$ cat config.mk
export PLATFORM = sky130hd
export DESIGN_NAME = seq_addsub
export DESIGN_NICKNAME = d
export VERILOG_FILES = /design/src/rtl/seq_addsub.sv
export SDC_FILE = /design/constraint.sdc
export NUM_CORES = 1
export LEC_CHECK = 0
export CORE_MARGIN = 8
export CORE_UTILIZATION = 35
export DETAILED_ROUTE_END_ITERATION = 6
export HOLD_SLACK_MARGIN = 0.06
export PLACE_DENSITY = 0.69
export SYNTH_ARGS = -nofsm -noshare
export SYNTH_HDL_FRONTEND = slang
export SYNTH_SLANG_ARGS = --single-unit
$ cat constraint.sdc
create_clock -name clk -period 1.95 [get_ports clk]
set_clock_uncertainty 0.2 [all_clocks]
set_input_delay 0.585 -clock clk [delete_from_list [all_inputs] [get_ports clk]]
set_output_delay 0.585 -clock clk [all_outputs]
set_load 0.02 [all_outputs]
$ cat src/rtl/seq_addsub.sv
// seq_addsub: multi-cycle adder/subtractor that processes DIGIT bits per clock,
// LSB slice first, taking N = WIDTH/DIGIT cycles per operation.
//
// Parameters: WIDTH (>= 2) operand width; DIGIT bits per clock (must divide WIDTH).
// Ports:
//   clk   - clock, rising edge
//   rst   - asynchronous active-high reset
//   start - request; a, b, cin, s_op captured when accepted (IDLE or DONE)
//   a, b  - operands
//   cin   - carry-in (add) / borrow-in (subtract)
//   s_op  - 0 = add, 1 = subtract
//   busy  - high while the operation is running
//   done  - one-cycle pulse, s/cout valid
//   s     - registered result
//   cout  - registered carry-out (subtract: 1 = no borrow)
//   ovf   - signed overflow, only when SEQ_ADDSUB_OVF_EN is defined
module seq_addsub #(
    parameter int WIDTH = 8,
    parameter int DIGIT = 2
) (
    input  logic             clk,
    input  logic             rst,
    input  logic             start,
    input  logic [WIDTH-1:0] a,
    input  logic [WIDTH-1:0] b,
    input  logic             cin,
    input  logic             s_op,
    output logic             busy,
    output logic             done,
    output logic [WIDTH-1:0] s,
    output logic             cout
`ifdef SEQ_ADDSUB_OVF_EN
   ,output logic             ovf
`endif
);

    localparam int unsigned N  = WIDTH / DIGIT;
    localparam int unsigned CW = (N > 1) ? $clog2(N) : 1;

    localparam logic [1:0] IDLE = 2'd0;
    localparam logic [1:0] RUN  = 2'd1;
    localparam logic [1:0] DONE = 2'd2;

    logic [1:0]       state;
    logic [1:0]       state_nxt;
    logic [WIDTH-1:0] areg;
    logic [WIDTH-1:0] breg;     // holds the effective (possibly inverted) B operand
    logic [WIDTH-1:0] acc;
    logic [WIDTH-1:0] acc_nxt;
    logic             carry;
    logic [CW-1:0]    cnt;
    logic [DIGIT:0]   slice;
    logic             accept;
    logic             last;

    // Slice adder; the completed slice is shifted in from the top of the accumulator
    always_comb begin
        slice   = {1'b0, areg[DIGIT-1:0]} + {1'b0, breg[DIGIT-1:0]} + (DIGIT+1)'(carry);
        acc_nxt = WIDTH'({slice[DIGIT-1:0], acc} >> DIGIT);
        accept  = start && (state != RUN);
        last    = (cnt == CW'(N - 1));
    end

    // Next-state logic
    always_comb begin
        state_nxt = state;
        case (state)
            IDLE:    if (start) state_nxt = RUN;
            RUN:     if (last)  state_nxt = DONE;
            DONE:    state_nxt = start ? RUN : IDLE;
            default: state_nxt = IDLE;
        endcase
    end

    // State register with registered status flags
    always_ff @(posedge clk or posedge rst) begin
        if (rst) begin
            state <= IDLE;
            busy  <= 1'b0;
            done  <= 1'b0;
        end else begin
            state <= state_nxt;
            busy  <= (state_nxt == RUN);
            done  <= (state_nxt == DONE);
        end
    end

    // Datapath: operands shift right one slice per RUN cycle; s written only at the end
    always_ff @(posedge clk or posedge rst) begin
        if (rst) begin
            areg  <= '0;
            breg  <= '0;
            acc   <= '0;
            carry <= 1'b0;
            cnt   <= '0;
            s     <= '0;
            cout  <= 1'b0;
`ifdef SEQ_ADDSUB_OVF_EN
            ovf   <= 1'b0;
`endif
        end else if (accept) begin
            // Subtract is a + ~b + ~cin
            areg  <= a;
            breg  <= s_op ? ~b : b;
            carry <= s_op ? ~cin : cin;
            cnt   <= '0;
        end else if (state == RUN) begin
            areg  <= areg >> DIGIT;
            breg  <= breg >> DIGIT;
            acc   <= acc_nxt;
            carry <= slice[DIGIT];
            cnt   <= cnt + CW'(1);
            if (last) begin
                s    <= acc_nxt;
                cout <= slice[DIGIT];
`ifdef SEQ_ADDSUB_OVF_EN
                // Carry into MSB recovered as a^b^s at the MSB
                ovf  <= areg[DIGIT-1] ^ breg[DIGIT-1] ^ slice[DIGIT-1] ^ slice[DIGIT];
`endif
            end
        end
    end

endmodule

Word level (Yosys, flattened, before mapping)
Index checks and enable logic that the tools add are counted.
{"block": "word_totals", "out_inout_bits": 11, "input_bits": 21, "reg_bits": 40, "elab_cells": 41}
{"block": "op_classes", "n_reduce_logical": 5, "n_bitwise": 3, "muxes": 14, "add_sub_neg": 3, "eq_ne": 6}
{"operator": "2-to-1 mux 8 bit", "count": 5}
{"operator": "2-to-1 mux 2 bit", "count": 4}
{"operator": "inverter 8 bit", "count": 1}
{"operator": "== test 2 bit (second input constant)", "count": 3}
{"operator": "case mux 2 bit (3 select lines)", "count": 1}
{"operator": "== test 2 x 1 -> 1 bit (second input constant)", "count": 2}
{"operator": "2-to-1 mux 1 bit", "count": 4}
{"operator": "adder 2 x 2 -> 3 bit", "count": 1}
{"operator": "adder 3 x 1 -> 3 bit", "count": 1}
{"operator": "AND reduction 3 bit", "count": 1}
{"operator": "adder 2 x 1 -> 2 bit (second input constant)", "count": 1}
{"operator": "zero test 2 bit", "count": 1}
{"operator": "inequality test 2 x 1 -> 1 bit (second input constant)", "count": 1}
{"operator": "inverter 1 bit", "count": 2}
{"operator": "AND reduction 2 bit", "count": 1}
{"operator": "nonzero test 2 bit", "count": 1}
{"operator": "logical AND 1 bit", "count": 1}

Longest topological paths before layout
Gate-level depths: netlist of run 1.
{"block": "depth", "depth_word": 4, "mapped_depth": 5, "ltp_nobuf": 4}

Worst setup path before layout of run 1
No wires, ideal clock.
{"block": "synth_timing", "kind": "register -> register", "from": "reg areg[0]", "to": "reg acc[7]", "stages_incl_launch_ff": 5, "required_ps": 1617, "setup_slack_ps": 263, "arrival_ps": 1354, "path_cell_list": "dfrtp_1 > inv_1 > fa_1 > fa_1 > o21ai_0"}
{"block": "synth_between", "elab_chain_cells": 2}
{"item": "start, declared", "line_no": "46", "text": "logic [WIDTH-1:0] areg;"}
{"item": "start signal, assigned", "line_no": "108", "text": "areg <= areg >> DIGIT;"}
{"item": "adder 2 x 2 -> 3 bit", "line_no": "58", "text": "slice = {1'b0, areg[DIGIT-1:0]} + {1'b0, breg[DIGIT-1:0]} + (DIGIT+1)'(carry);"}
{"item": "adder 3 x 1 -> 3 bit", "line_no": "58"}
{"item": "end signal, assigned", "line_no": "110", "text": "acc <= acc_nxt;"}
{"item": "end, declared", "line_no": "48", "text": "logic [WIDTH-1:0] acc;"}
Every way passes these cells.
A chain may end at the register's enable or synchronous reset.

Final worst setup path of run 1
Ends and elaborated chain as after synthesis.

==> flow_summary.toml, run 1 <==
[worst_hold_path]
min_path_type = "flip-flop to flip-flop"

[setup_path]
arrival_ns = 1.74
setup.worst_path.end_class = "flip-flop"
crit_path_max_fanout = 2
cp.required_ns = 1.90
worstSetupStartpointType = "flip-flop"
critical_path_class = "flip-flop to flip-flop"

[timing]
setup_viol = 0
timing.final.crit_period_ns = 1.791
drv_slew = 0
hold_violations = 0
max_freq_mhz = 558.4
postLayoutSetupSlackWorst_ns = 0.1593
rsz0062_at_grt = "no"
relSlewSlack = 0.6378
period_share = 0.9183
tns_ns = 0
worst_pin_slew_ns = 0.5434

[final_layout]
regArea_um2 = 950.9
fillers = 447
stdcell_count = 241
area_delta_synth_final_pct = 30.13
n_antenna_cell = 0
multi_input_area_um2 = 643.1
final_common_cell = "dfrtp_1"
layout-drive-gt1-share = 0.1016
final_util = 0.4650
final_cell_mix = "38 x dfrtp_1, 31 x nand2_1, 20 x o21ai_0, 20 x clkdlybuf4s50_1, 14 x mux2i_1"
nets = 210

[placement]
dp_cells = 233
place_ws_ns = 0.02230
place_hpwl_um = 2264
place.gp.congestion = 0.6627
io_buffer_count = 31

[route]
vias_per_cell = 4.693
first_iter_violations = 55
via_count = 1131
postRouteAntennaNets = 0
wire_per_inst_um = 13.10
first_pass_iters = 4
drc = 0
routed_wl_um = 3156

[cts]
cts_tree = "done"
ctsHoldBuffers = 0
clock_latency_ns = 0.29
clkTransAtPathRegs_ns = 0.07
clockRootBuffer = "clkbuf_8"
cts_buffers = 5
clock_path_buffers = 2
numClockSinks = 38
h-tree-depth = 2

[power_and_ir_drop]
power-per-cell-area_mw_per_mm2 = 1398
finalPower_uw = 3030
leakagePower_uw = 0.001054
ir_drop_uv = 584.1

[synthesis]
syn_inst = 152
syn-num-nets = 176
synth-seq-area-share = 0.5710
yosysUniqueCellTypes = 21
syn-mean-instance-area_um2 = 10.96
synth-seq-cells = 38
synth_warnings = 0
netlist_area_mm2 = 0.001665

[grt]
grt.total_usage = 0.09587
antenna_found_initial = 0
grt_util_met1 = 0.1123
met2_usage = 0.1484
grt_start_max_net_pins = 39
overflow = 0
met3_usage = 0.03764
grt_pass1_wl_um = 5485
busiest_layer = "met2"
grt_pass1_vias = 1212

[floorplanning]
die_area_mm2 = 0.007222
rows = 25
die_h_um = 84.98
core_area_mm2 = 0.004661
floorplan.initialDensity = 0.3573
io-pin-count = 32
die_w_um = 84.98

[run]
maxCapViolCount = 0

[run_status]
status = "completed"
## per-layer routing
| layer | up-vias | wire [um] |
|---|---|---|
| met5 | - | 0 |
| met4 | 0 | 38 |
| met3 | 5 | 211 |
| met2 | 29 | 1412 |
| met1 | 532 | 1494 |
| li1 | 565 | - |
## worst paths after layout
path / end / start / cells after the start / slack, ns
setup reg to reg: acc[7] / areg[0] / 4 / 0.16
hold / removal: cout / cout / 2 / 0.27
min in group asynchronous: done / rst / 3 / 0.45
max in group asynchronous: areg[2] / rst / 3 / 0.91
hold reg to reg: cout / cout / 2 / 0.27
setup / recovery: acc[7] / areg[0] / 4 / 0.16
## flip-flops by register name, summed over array words and instances, names as in the netlist
signal	flops
acc	6
areg	8
breg	8
busy	1
carry	1
cnt	2
cout	1
done	1
s	8
state	2
## report_power, final
group | total [uW] | internal [uW] | switching [uW]
Sequential | 1310 | 1130 | 179
Combinational | 1160 | 512 | 650
Clock | 557 | 284 | 273
Total | 3030 | 1930 | 1100
## synth_stat cells
library cell / instances / area (um^2)
nand3_1: 1 / 5.000
nand3b_2: 1 / 11.26
mux2i_1: 14 / 140.1
buf_2: 6 / 30.03
nand2_1: 31 / 116.4
nor2_1: 3 / 11.26
xnor2_1: 2 / 17.52
mux2_4: 2 / 30.03
mux2_2: 4 / 45.04
xor2_1: 7 / 61.31
fa_1: 2 / 40.04
a21oi_1: 2 / 10.01
inv_1: 9 / 33.78
and2b_1: 1 / 7.510
o21ai_0: 20 / 100.1
ha_1: 1 / 12.51
o21ai_1: 2 / 10.01
nand2b_1: 1 / 6.260
o22ai_1: 3 / 18.77
dfrtp_1: 38 / 950.9
clkbuf_1: 2 / 7.510
## through the flow
stage | hold WS (ns) | area, um^2
2_1_floorplan | 0.2447 | 1665
3_3_place_gp | 0.2552 | 2086
3_5_place_dp | 0.2626 | 2086
4_1_cts | 0.2825 | 2167
5_1_grt | 0.2994 | 2167
6_report | 0.2742 | 2167
## logic make-up (layout without fill, tap and decap cells)
group                      Yosys count  after routing  share of synthesized area
DFF                                 38             38                     0.5710
and+or+nand+nor                     38             38                    0.09466
AOI/OAI and AO/OA                   27             27                    0.08340
muxes                               20             20                     0.1292
buffers and inverters               17             52                    0.04283
xor gates and xnor gates             9              9                    0.04734
adders and majority gates            3              3                    0.03155
## worst max-delay path, cell delays in order, from the launching register on
cell and delay (ns):
dfrtp_1 0.35, inv_1 0.06, fa_1 0.43, fa_1 0.53, o21ai_0 0.10
## layout make-up
type | instances | area share
inverters | 9 | 0.01559
clock inverters | 2 | 0.005774
repair buffers | 35 | 0.1738
flip-flops and latches | 38 | 0.4388
multi-input cells | 97 | 0.2968
well taps | 54 | 0.03118
clock buffers | 6 | 0.03811
## timing repair
| item | CTS | global route |
|---|---|---|
| setup buffers | 0 | 0 |
| setup endpoints to repair | 11 | 0 |
| gates resized for setup | 11 | 0 |
Note: power is estimated with default switching activity, not from simulation.
==> inputs of run 2 (changes only) <==
Settings changed: GPL_ROUTABILITY_DRIVEN set to 0.
==> results of run 2 <==
Final layout, timing and power as in run 1 (identical DEF).
==> inputs of run 3 (changes only) <==
Settings changed: CTS_CLUSTER_SIZE set to 40.
==> results of run 3 <==
Final layout, timing and power as in run 1 (identical DEF).
